File: src/rtl/seg_pkg.sv
// Shared types and constants for the 7-segment capture display.
package seg_pkg;

    // Capture controller states
    typedef enum logic [1:0] {
        IDLE,
        DELAY,
        CAPTURE,
        HOLD
    } state_t;

    // Active-low code with every segment off
    localparam logic [6:0] SEG_BLANK = 7'h7F;

    // Active-low {g,f,e,d,c,b,a} codes for hex 0..F; entry 0 sits in the lowest slice
    localparam logic [15:0][6:0] SEG_TABLE = {
        7'h0E, 7'h06, 7'h21, 7'h46, 7'h03, 7'h08, 7'h10, 7'h00,
        7'h78, 7'h02, 7'h12, 7'h19, 7'h30, 7'h24, 7'h79, 7'h40
    };

endpackage

File: src/rtl/seg7_decode.sv
// Combinational nibble to active-low 7-segment decoder with a blank override.
module seg7_decode
    import seg_pkg::*;
(
    input  logic [3:0] nibble,
    input  logic       blank,
    output logic [6:0] seg
);

    // Blank wins over the table lookup
    always_comb begin
        seg = blank ? SEG_BLANK : SEG_TABLE[nibble];
    end

endmodule

File: src/rtl/seg_capture_display.sv
// Captures NUM_DIGITS words from the SDRAM read stream after a start request
// and shows their low nibbles on active-low 7-segment digits.
// Optional build macro: SEG_LZ_BLANK_EN enables leading-zero blanking.
module seg_capture_display
    import seg_pkg::*;
#(
    parameter int DATA_W      = 6,
    parameter int NUM_DIGITS  = 4,
    parameter int START_DELAY = 2
) (
    input  logic                    clk,
    input  logic                    s_rst_n,
    input  logic                    key,
    input  logic                    start,
    input  logic                    rd_valid,
    input  logic [DATA_W-1:0]       rd,
    output logic [NUM_DIGITS*7-1:0] h,
    output logic                    busy,
    output logic                    done
);

    localparam int IDX_W = (NUM_DIGITS > 1) ? $clog2(NUM_DIGITS) : 1;
    localparam int CNT_W = 4;
    localparam logic [IDX_W-1:0] LAST_IDX = IDX_W'(NUM_DIGITS - 1);

    state_t                       state, state_nxt;
    logic [CNT_W-1:0]             cnt, cnt_nxt;
    logic [IDX_W-1:0]             idx, idx_nxt;
    logic                         done_nxt;
    logic                         wr_en;
    logic                         clr;
    logic [NUM_DIGITS-1:0][3:0]   nibbles;
    logic [NUM_DIGITS-1:0]        valid;
    logic [NUM_DIGITS-1:0]        blank;
    logic                         unused_rd;

    // Only the low nibble of each read word is displayed
    assign unused_rd = ^rd;

    assign busy = (state == DELAY) || (state == CAPTURE);

    // Next-state logic; key low aborts everything, start is honoured only when not busy
    always_comb begin
        state_nxt = state;
        cnt_nxt   = cnt;
        idx_nxt   = idx;
        done_nxt  = 1'b0;
        wr_en     = 1'b0;
        clr       = 1'b0;
        if (!key) begin
            state_nxt = IDLE;
            clr       = 1'b1;
        end else begin
            case (state)
                IDLE, HOLD: begin
                    if (start) begin
                        idx_nxt = '0;
                        if (START_DELAY == 0) begin
                            state_nxt = CAPTURE;
                        end else begin
                            state_nxt = DELAY;
                            cnt_nxt   = CNT_W'(START_DELAY);
                        end
                    end
                end
                DELAY: begin
                    if (cnt == CNT_W'(1)) begin
                        state_nxt = CAPTURE;
                    end else begin
                        cnt_nxt = cnt - CNT_W'(1);
                    end
                end
                CAPTURE: begin
                    if (rd_valid) begin
                        wr_en = 1'b1;
                        if (idx == LAST_IDX) begin
                            state_nxt = HOLD;
                            done_nxt  = 1'b1;
                        end else begin
                            idx_nxt = idx + IDX_W'(1);
                        end
                    end
                end
                default: begin
                    state_nxt = IDLE;
                end
            endcase
        end
    end

    // State, counters, done pulse and the captured digit store
    always_ff @(posedge clk or negedge s_rst_n) begin
        if (!s_rst_n) begin
            state   <= IDLE;
            cnt     <= '0;
            idx     <= '0;
            done    <= 1'b0;
            nibbles <= '0;
            valid   <= '0;
        end else begin
            state <= state_nxt;
            cnt   <= cnt_nxt;
            idx   <= idx_nxt;
            done  <= done_nxt;
            if (clr) begin
                valid <= '0;
            end else if (wr_en) begin
                nibbles[idx] <= rd[3:0];
                valid[idx]   <= 1'b1;
            end
        end
    end

`ifdef SEG_LZ_BLANK_EN
    // A digit is a leading zero when it and every digit above it are zero or not yet captured
    logic [NUM_DIGITS-1:0] zero_or_off;
    logic                  unused_lz_lsd;

    assign unused_lz_lsd = zero_or_off[0];

    for (genvar g = 0; g < NUM_DIGITS; g++) begin : g_lz
        assign zero_or_off[g] = ~valid[g] | (nibbles[g] == 4'd0);
        if (g == 0) begin : g_lsd
            assign blank[g] = ~valid[g];
        end else begin : g_hi
            assign blank[g] = ~valid[g] | (&zero_or_off[NUM_DIGITS-1:g]);
        end
    end
`else
    assign blank = ~valid;
`endif

    for (genvar g = 0; g < NUM_DIGITS; g++) begin : g_dec
        seg7_decode u_dec (
            .nibble (nibbles[g]),
            .blank  (blank[g]),
            .seg    (h[7*g +: 7])
        );
    end

endmodule
File: config.mk
export PLATFORM = sky130hd
export DESIGN_NAME = seg_capture_display
export DESIGN_NICKNAME = d
export VERILOG_FILES = /design/src/rtl/seg_pkg.sv /design/src/rtl/seg7_decode.sv /design/src/rtl/seg_capture_display.sv
export SDC_FILE = /design/constraint.sdc
export NUM_CORES = 1
export LEC_CHECK = 0
export ABC_AREA = 1
export CORE_MARGIN = 2
export CORE_UTILIZATION = 48
export CTS_CLUSTER_DIAMETER = 80
export DETAILED_ROUTE_END_ITERATION = 10
export MAX_ROUTING_LAYER = met4
export PLACE_DENSITY = 0.88
export SLEW_MARGIN = 20
export SYNTH_ARGS = -nofsm -noshare
export SYNTH_HDL_FRONTEND = slang
export SYNTH_SLANG_ARGS = --single-unit
File: constraint.sdc
create_clock -name clk -period 1.47 [get_ports clk]
set_input_delay 0.294 -clock clk [delete_from_list [all_inputs] [get_ports clk]]
set_output_delay 0.294 -clock clk [all_outputs]
set_load 0.03 [all_outputs]
Yosys cells after proc, flatten, opt, wreduce, memory -nomap -nowiden. Memory sizes are Yosys's and may differ from the RTL's. Index checks and enable logic that the tools add are counted.

Input port bits: 11. Output and inout port bits: 30. Bits in writable memories: 0. Memories kept: 4. Bits in latches: 0. Memory bits (read-only): 448. Flip-flop bits (word level): 29.

Shifts and indexed selects: 0. Eq/ne operators: 14. Reductions and logical operators: 10. Magnitude comparators: 6. Div/mod/pow operators: 0. Bitwise gates (word level): 2. $add $sub $neg: 2. Multiplexer cells: 35. Multiply operators: 0.

Memories: (no name shown) (words 16, bits a word 7, read ports 1, clocked after Yosys merged registers in 0, wr ports 0, line seg7_decode.sv:12) `seg = blank ? SEG_BLANK : SEG_TABLE[nibble];`; (no name shown) (words 16, bits a word 7, read ports 1, clocked after Yosys merged registers in 0, wr ports 0, line seg7_decode.sv:12); (no name shown) (words 16, bits a word 7, read ports 1, clocked after Yosys merged registers in 0, wr ports 0, line seg7_decode.sv:12); (no name shown) (words 16, bits a word 7, read ports 1, clocked after Yosys merged registers in 0, wr ports 0, line seg7_decode.sv:12).

Operators by type and width (count): two-way mux 7 bit (8); < comparator 4 x 5 -> 1 bit, second input constant (4); two-way mux 4 bit (5); bitwise mux 16 bit (1); two-way mux 2 bit (8); demux 4 bit (select 2 bit) (1); two-way mux 1 bit (8); != test 2 bit, second input constant (4); one-hot mux 4 bit (2 select lines) (1); AND reduction 4 bit (2); == test 2 bit, second input constant (3); != test 3 x 2 -> 1 bit, second input constant (2); != test 3 bit, second input constant (2); one-hot mux 2 bit (3 select lines) (1); AND reduction 5 bit (1); == test 4 x 1 -> 1 bit, second input constant (1); NOT 4 bit (1); OR 4 bit (1); one-hot mux 2 bit (2 select lines) (1); nonzero test 2 bit (2); subtractor 4 x 1 -> 4 bit, second input constant (1); < comparator 2 x 3 -> 1 bit, second input constant (1); adder 2 x 1 -> 2 bit, second input constant (1); demux 1 bit (select 2 bit) (1); 8 further kinds (8).

Longest topological paths before layout.
Depth after elaboration: 7. Mapped depth: 8. Mapped depth without buffers: 8.

By module. A second synthesis with hierarchy kept.

Cells, all modules: 363. Area, all modules: 2536.2 µm².

By module, submodules not included: seg_capture_display (times used 1, area an instance 1368.8 µm², cells each 158); seg7_decode at g_dec[0].u_dec ... (times used 3, area an instance 292.8 µm², cells each 51); seg7_decode at g_dec[1].u_dec (times used 1, area an instance 289.0 µm², cells each 52).

Worst setup path before layout. Ideal clock, no wire load.

Kind: register -> output. Start point: register nibbles[12] (netlist bit). End point: output port h[22]. Stages on the path, launching flop included: 5. Path slack: -0.390 ns. Arrival: 1.566 ns. Required time: 1.176 ns. Cells stage by stage: dfrtp_1 > inv_1 > ha_1 > a21oi_1 > o21ai_0.

Longest elaborated chain between the ends: 3.

RTL lines: start: declaration (line seg_capture_display.sv:32) `logic [NUM_DIGITS-1:0][3:0] nibbles;`; start signal: indexed assignment (line seg_capture_display.sv:108) `nibbles[idx] <= rd[3:0];`; memory (16 x 7 bit); two-way mux 7 bit (not written as such) (line seg7_decode.sv:12); two-way mux 7 bit (line seg7_decode.sv:12); end: declaration (line seg_capture_display.sv:17) `output logic [NUM_DIGITS*7-1:0] h,`.

No other way between the ends. The select of a mux whose other input is x is not followed.

Worst setup path after layout.
Start point: register nibbles[4] (netlist bit). End point: output port h[7].

Same word-level chain as after synthesis.

==> flow_summary.toml <==
[floorplanning]
core-area_mm2 = 0.00475
io_pins = 41
die_w_um = 74.6
rows = 25
initial_utilization_pct = 50.3
die_h_um = 74.6
die_area_mm2 = 0.00557

[critical_path]
cp_max_fo = 4
critPathCaptureType = "output port"
cp-start-kind = "flop"
r2r-start = "state[0]"
timing_worst_setup_path_type = "reg -> out"
r2r_end = "nibbles[9]"
r2r_cells = 7
r2r_setup_slack_ns = -0.09
required_ns = 1.18
crit_arrival_ns = 1.67

[drt]
drc = 0
drt-total-wl_um = 10000
postRouteAntennaNets = 0
vias = 2963
drt_iter0_markers = 248
post_drt_wl_per_cell_um = 20.6
drt_pre_antenna_iters = 5
vias_per_cell = 6.08

[outcome]
status = "complete, but fails checks"
violations = "setup timing"

[power]
p_total_mw = 5.42
leakage_nw = 1.81
powerDensity_mw_per_mm2 = 1280
ir_worst_vdd_uv = 1150

[run]
maxCapViolCount = 0

[timing]
slew_headroom_pct = 70.9
final.min_clock_period_ns = 1.97
clock_skew_ns = 0.0232
fmax_mhz = 508
setup-tns-final_ns = -11.37
fin_ws_ns = -0.498
hold_viol = 0
rsz0062_at_grt = "true"
period_share_pct = 134
setup_viol = 32
worst_pin_slew_ns = 0.436
slew_viol_final = 0
whs_ns = 0.356

[cells_and_area]
area_growth_pct = 76.4
fin_nets = 468
final_cells = 487
drive_gt1_share_pct = 55.5
n_antenna_cell = 0
mostFrequentLayoutCell = "nand2_1"
final_cell_mix = "61 x nand2_1, 46 x buf_4, 39 x buf_6"
fin_area_mm2 = 0.00422

[grt]
grt_pass1_wl_um = 11500
grt_max_degree = 30
antenna_found_initial = 0
overflow = 0
first_global_vias = 2509
grt_usage_pct = 28.0

[logic_synthesis]
synth_seq_cells = 29
ys_warn_count = 0
netlist_instances = 328
synth.distinct_cells = 19
avgSynthCellArea_um2 = 7.30
postSynthNetCount = 377
yosysSeqAreaShare_pct = 30.3
synth_area_mm2 = 0.00239

[clock_network]
cts_tree = "built"
ctsHtreeMaxLevel = 2
clkSinkCount = 29
clk_path_buf_depth = 2
cts-root-buf = "clkbuf_8"
path_clk_slew_ns = 0.09
cts_made_buffers = 5
clk_latency_ns = 0.31

[place]
hpwlAfterDp_um = 4300
post-place-cells = 458
place_area_mm2 = 0.00310
port-buffer-count = 38
place.gp.congestion = 0.872

[hold_path]
hold_path.class = "in -> async"
## layout make-up
cell class	count	area, um2
fill	181	533
inverter	43	193
multi-input combinational	243	2160
timing repair buffer	97	933
clock inverter	1	30.0
clock buffer	7	86.3
tap	67	83.8
sequential	29	739
## how the worst max path moves through the flow
stage,cells past startpoint,start,endpoint
after floorplan,4,nibbles[9],h[15]
after detailed placement,6,key,nibbles[10]
after global placement,6,key,nibbles[4]
after CTS,6,nibbles[13],h[24]
after global routing,6,nibbles[12],h[24]
final,7,nibbles[4],h[7]
## stage by stage
step	util (%)	setup WS (ns)
6_report	88.8	-0.498
3_5_place_dp	65.1	-0.229
2_1_floorplan	-	-0.150
5_1_grt	88.8	-0.527
4_1_cts	79.1	-0.392
3_3_place_gp	65.1	-0.141
## synthesized netlist by cell type (all sizes together)
| cell type | n | area (um2) |
|---|---|---|
| inv | 43 | 161 |
| nand4 | 3 | 18.8 |
| nand2 | 83 | 314 |
| o2111ai | 1 | 8.76 |
| nor2 | 11 | 41.3 |
| nor3 | 1 | 16.3 |
| ha | 38 | 475 |
| buf | 10 | 51.3 |
| xnor2 | 1 | 8.76 |
| a21oi | 17 | 85.1 |
| o21ai | 34 | 170 |
| o211ai | 14 | 105 |
| nand3 | 40 | 200 |
| clkbuf | 3 | 11.3 |
| dfrtp | 29 | 726 |
## timing repair
item                       in CTS  in global routing
pin swaps                      33                 33
setup buffers                  10                 12
hold buffers                    0                  0
gates resized for setup       124                 98
setup endpoints to repair      43                 54
## cell families after synthesis
group,after synthesis,share of synthesized area [%]
and+or+nand+nor,138,24.7
adders and majority gates,38,19.9
xor gates and xnor gates,1,0.366
buffers and inverters,56,9.36
AOI/OAI and AO/OA,66,15.4
DFF,29,30.3
## flip-flops by register name, summed over array words and instances (netlist names)
| signal | count |
|---|---|
| valid | 4 |
| idx | 2 |
| state | 2 |
| done | 1 |
| cnt | 4 |
| nibbles | 16 |
## power by group
group	internal, mW	switching (mW)	leakage, nW
clock network	0.553	0.365	0.0585
registers	0.977	0.309	0.378
logic	1.39	1.83	1.38
## layer usage
| layer | GRT usage [%] | vias to the layer above | wire (um) |
|---|---|---|---|
| li1 | - | 1265 | - |
| met1 | 31.2 | 1413 | 3650 |
| met2 | 50.1 | 230 | 4990 |
| met3 | 5.49 | 55 | 865 |
| met4 | 9.13 | 0 | 507 |
| met5 | - | - | 0 |
## worst max-delay path, stage by stage (launching register included)
cell and delay (ns):
dfrtp_2 0.47, buf_6 0.15, ha_4 0.16, nor2_4 0.09, nor2_2 0.05, o21ai_1 0.12, nand4_1 0.14, buf_6 0.19
(Power assumes the default switching activity.)
==> RTL edit 1 (same settings) <==
The option `SEG_LZ_BLANK_EN` is turned on by a define.
--- a/src/rtl/seg_capture_display.sv
+++ b/src/rtl/seg_capture_display.sv
@@ -1,6 +1,8 @@
 // Captures NUM_DIGITS words from the SDRAM read stream after a start request
 // and shows their low nibbles on active-low 7-segment digits.
 // Optional build macro: SEG_LZ_BLANK_EN enables leading-zero blanking.
+`define SEG_LZ_BLANK_EN
+
 module seg_capture_display
     import seg_pkg::*;
 #(
Check against the original RTL: not equivalent (a bounded check fails within 10 cycles, from zero or initial values and one cycle with s_rst_n low).
==> RTL edit 1 against the unedited design <==
  * The run still ends with negative setup slack left
  * Wire length increased by 40%
  * Power increased by 12%
  * Cell area increased by 7.9%
  * Combinational power increased by 29%
  * Register-to-register slack got worse by 0.28 ns
  * Synthesized area about the same
  * Worst hold slack improved by 0.065 ns
  * Synthesized cell count increased by 4.6%
  * Setup slack got worse by 0.28 ns
  * Sequential cell count unchanged
  * Maximum frequency decreased by 13%
  * Sequential power decreased by 3%
  * Largest cell class unchanged
  * Largest power group unchanged
==> RTL edit 1: results (changes against the unedited design) <==
* Post-layout util at 95.8% (was 88.8%)
* Fraction of layout cells with a size suffix above 1 at 57.2% (was 55.5%)
* Top post-synthesis cells by area: dfrtp_1, ha_1, nand2_1 (unchanged)
* Multi-input logic portion of the cell area at 49.9% (was 51.1%)
* R2R Setup Slk at -0.37 ns (was -0.09 ns)
* XOR/XNOR Fraction of Synth Area at 0.366% (about the same)
* Drt pass-1 iters at 7 (was 5)
* GRT Util Overall at 32.5% (was 28.0%)
* Fraction of the mapped netlist area in compound gates at 15.9% (was 15.4%)
* Fin nets at 516 (was 468)
* Vias in the first global route at 2924 (was 2509)
* I/O Buffers at 38 (unchanged)
* Multi-In Gates at 261 (was 243)
* # fillers at 117 (was 181)
* Status: finished with violations (unchanged)
* Routability cong. at 0.931 (was 0.872)
* Seq. cell area at 727 um^2 (was 739 um^2)
* Crit path arrival time at 1.96 ns (was 1.67 ns)
* Hold slack at 0.421 ns (was 0.356 ns)
* Final clock-cell share at 1.90% (was 2.76%)
* Post-synthesis adder-cell area fraction at 16.7% (was 19.9%)
* Non-CTS inverters at 48 (was 43)
* CP Max Fanout at 5 (was 4)
* Number of instances in the placed design at 489 (was 458)
* Finish-stage setup viols at 58 (was 32)
* Buffers, non-clock at 128 (was 97)
* LEAKAGE at 2.08 nW (was 1.81 nW)
* Capture point of the critical path: h[9] (was h[7])
* Switching power at 3.16 mW (was 2.50 mW)
* Clock buffer count at 5 (was 7)
* Worst-margin pin slew at 0.514 ns (was 0.436 ns)
* Failing checks: negative setup slack (unchanged)
* Part of the Yosys area used for sequential elements at 30.3% (about the same)
* Vias post-DR at 3674 (was 2963)
* Slowest-stage cell, CP: dfrtp_1 (was dfrtp_2)
* Post-Place Cell Area at 3290 um^2 (was 3100 um^2)
* Non-clock buffer share at 26.1% (was 22.1%)
* Seq pwr share at 20.6% (was 23.7%)
* Global-route wire length before repair at 13400 um (was 11500 um)
* Comb power frac at 68.1% (was 59.3%)
* Setup tns final at -21.60 ns (was -11.37 ns)
* CTS root buf: clkbuf_8 (unchanged)
* DP HPWL at 4660 um (was 4300 um)
* Final setup margin at -0.780 ns (was -0.498 ns)
* Reg2reg end: state[0]$_DFFE_PN0P_ (was nibbles[9]$_DFFE_PN0P_)
* Netlist cell types at 29 (was 19)
* Iteration-0 DRC Markers at 529 (was 248)
* Clk_skew at 0.0174 ns (was 0.0232 ns)
* Syn nets at 386 (was 377)
-- RTL edit 1: repair_timing --
| action | CTS | global route |
|---|---|---|
| setup endpoints to repair | 32 | 57 |
| pin swaps | 42 | 36 |
| resized for setup | 152 | 123 |
| buffers inserted | 22 | 24 |
| gates cloned | 0 | 2 |
-- RTL edit 1: critical path, delay by kind of cell, from the launching register on --
kind / cells / cell delay, ns
adder cells (fa/ha/maj): 1 / 0.18
AO/OA/AOI/OAI: 1 / 0.29
buffers and inverters: 3 / 0.42
AND/OR/NAND/NOR: 2 / 0.31
flip-flops: 1 / 0.46
-- RTL edit 1: stage by stage --
step	setup WS [ns]	total power, mW
floorplan	-0.163	2.72
global placement	-0.537	3.39
detailed placement	-0.599	3.48
CTS	-0.498	4.62
global route	-0.891	6.19
finish	-0.780	6.07
-- RTL edit 1: metal layers --
layer	global-route usage (%)	share of wire [%]
met5	-	0
met3	7.36	11
met1	35.9	33
met4	13.5	10
met2	56.2	46
==> RTL edit 2 (config.mk and constraints unchanged) <==
Without the edit above. Reset style: synchronous (`s_rst_n`), changed in one clocked block.
--- a/src/rtl/seg_capture_display.sv
+++ b/src/rtl/seg_capture_display.sv
@@ -89,7 +89,7 @@
     end
 
     // State, counters, done pulse and the captured digit store
-    always_ff @(posedge clk or negedge s_rst_n) begin
+    always_ff @(posedge clk) begin
         if (!s_rst_n) begin
             state   <= IDLE;
             cnt     <= '0;
Check against the original RTL: differs if s_rst_n is asserted again (counterexample within 4 cycles, from zero or initial values and one cycle with s_rst_n low); with s_rst_n held inactive, the same outputs for 10 cycles.
==> RTL edit 2 against the unedited design <==
  * The run still ends with negative setup slack left
  * Setup slack better by 0.18 ns
  * Cell area is 30% higher
  * Sequential power is 29% higher
  * Synthesized area is 52% higher
  * Power is 26% lower
  * Wire length is 4.9% higher
  * Maximum frequency is 10% higher
  * Highest routed layer unchanged
  * Sequential cell count is 28 higher
==> RTL edit 2: results (changes against the unedited design) <==
* Final setup margin at -0.320 ns (was -0.498 ns)
* Post-Route WL at 10500 um (was 10000 um)
* Post-synth ARST share at 0% (was 100%)
* Slowest-stage cell, CP: dfxtp_4 (was dfrtp_2)
* LEAKAGE at 2.71 nW (was 1.81 nW)
* Largest net degree at the start of global routing at 14 (was 30)
* Fraction of layout cells with a size suffix above 1 at 42.0% (was 55.5%)
* Setup tns final at -7.45 ns (was -11.37 ns)
* Failing checks: negative setup slack (unchanged)
* GR met3 Demand/Resource at 6.22% (was 5.49%)
* Fin nets at 687 (was 468)
* Yosys top cell area share at 31.3% (was 30.3%)
* DP HPWL at 6880 um (was 4300 um)
* Finish-stage setup viols at 33 (was 32)
* Routability cong. at 0.944 (was 0.872)
* Type of the tightest min-delay check: in2reg (was in2async)
* Slew HR at 80.0% (was 70.9%)
* Highest cell delay on the worst timing path at 0.39 ns (was 0.47 ns)
* Status: finished with violations (unchanged)
* Met2 Use GR at 45.2% (was 50.1%)
* GRT Util Overall at 24.8% (was 28.0%)
* Pre-CTS WS at -0.672 ns (was -0.229 ns)
* # fillers at 492 (was 181)
* Syn nets at 569 (was 377)
* Post-Place Cell Area at 4800 um^2 (was 3100 um^2)
* Post-route insts no fill at 747 (was 487)
* CP delay by family, top: simple AND/OR/NAND/NOR gates (was flip-flops)
* Dominant synthesized flop cell: dfxtp_1 (was dfrtp_1)
[RTL edit 2: layout make-up]
| cell class | instances | area [um^2] | share of cell area [%] |
|---|---|---|---|
| Clock buffer | 13 | 159 | 2.90 |
| Clock inverter | 3 | 15.0 | 0.274 |
| Inverter | 82 | 363 | 6.62 |
| Multi-Input combinational cell | 380 | 2620 | 47.8 |
| Sequential cell | 57 | 1160 | 21.1 |
| Tap cell | 99 | 124 | 2.26 |
| Timing Repair Buffer | 113 | 1040 | 19.0 |
[RTL edit 2: cells by family after synthesis]
group | synth area share [%]
compound gates | 3.26
simple gates | 43.2
flops | 31.3
buf+inv | 10.8
fa+ha+maj | 11.3
[RTL edit 2: timing repair]
action | CTS | global route
pin swaps | 5 | 16
hold buffers | 0 | 0
gates cloned | 3 | 0
resized for setup | 204 | 129
setup endpoints to repair | 65 | 71
setup buffers | 5 | 10
[RTL edit 2: power groups by stage]
stage	combinational, mW	sequential (mW)	clock (mW)
2_1_floorplan	0.553	1.68	0
3_3_place_gp	0.811	1.68	0
3_5_place_dp	0.854	1.69	0
4_1_cts	0.918	1.66	1.34
5_1_grt	1.11	1.67	1.42
6_report	1.02	1.67	1.34
[RTL edit 2: final timing paths]
| path | start | end | slack, ns | cells past startpoint |
|---|---|---|---|---|
| hold / removal | s_rst_n | nibbles[5]$_SDFFE_PN0N_ | 0.44 | 4 |
| setup reg to reg | idx[1]$_SDFFE_PN0P_ | flop | -0.32 | 13 |
| hold reg to reg | cnt[0]$_SDFFE_PN0P_ | cnt[0]$_SDFFE_PN0P_ | 0.50 | 2 |
| setup / recovery | idx[1]$_SDFFE_PN0P_ | flop | -0.32 | 13 |
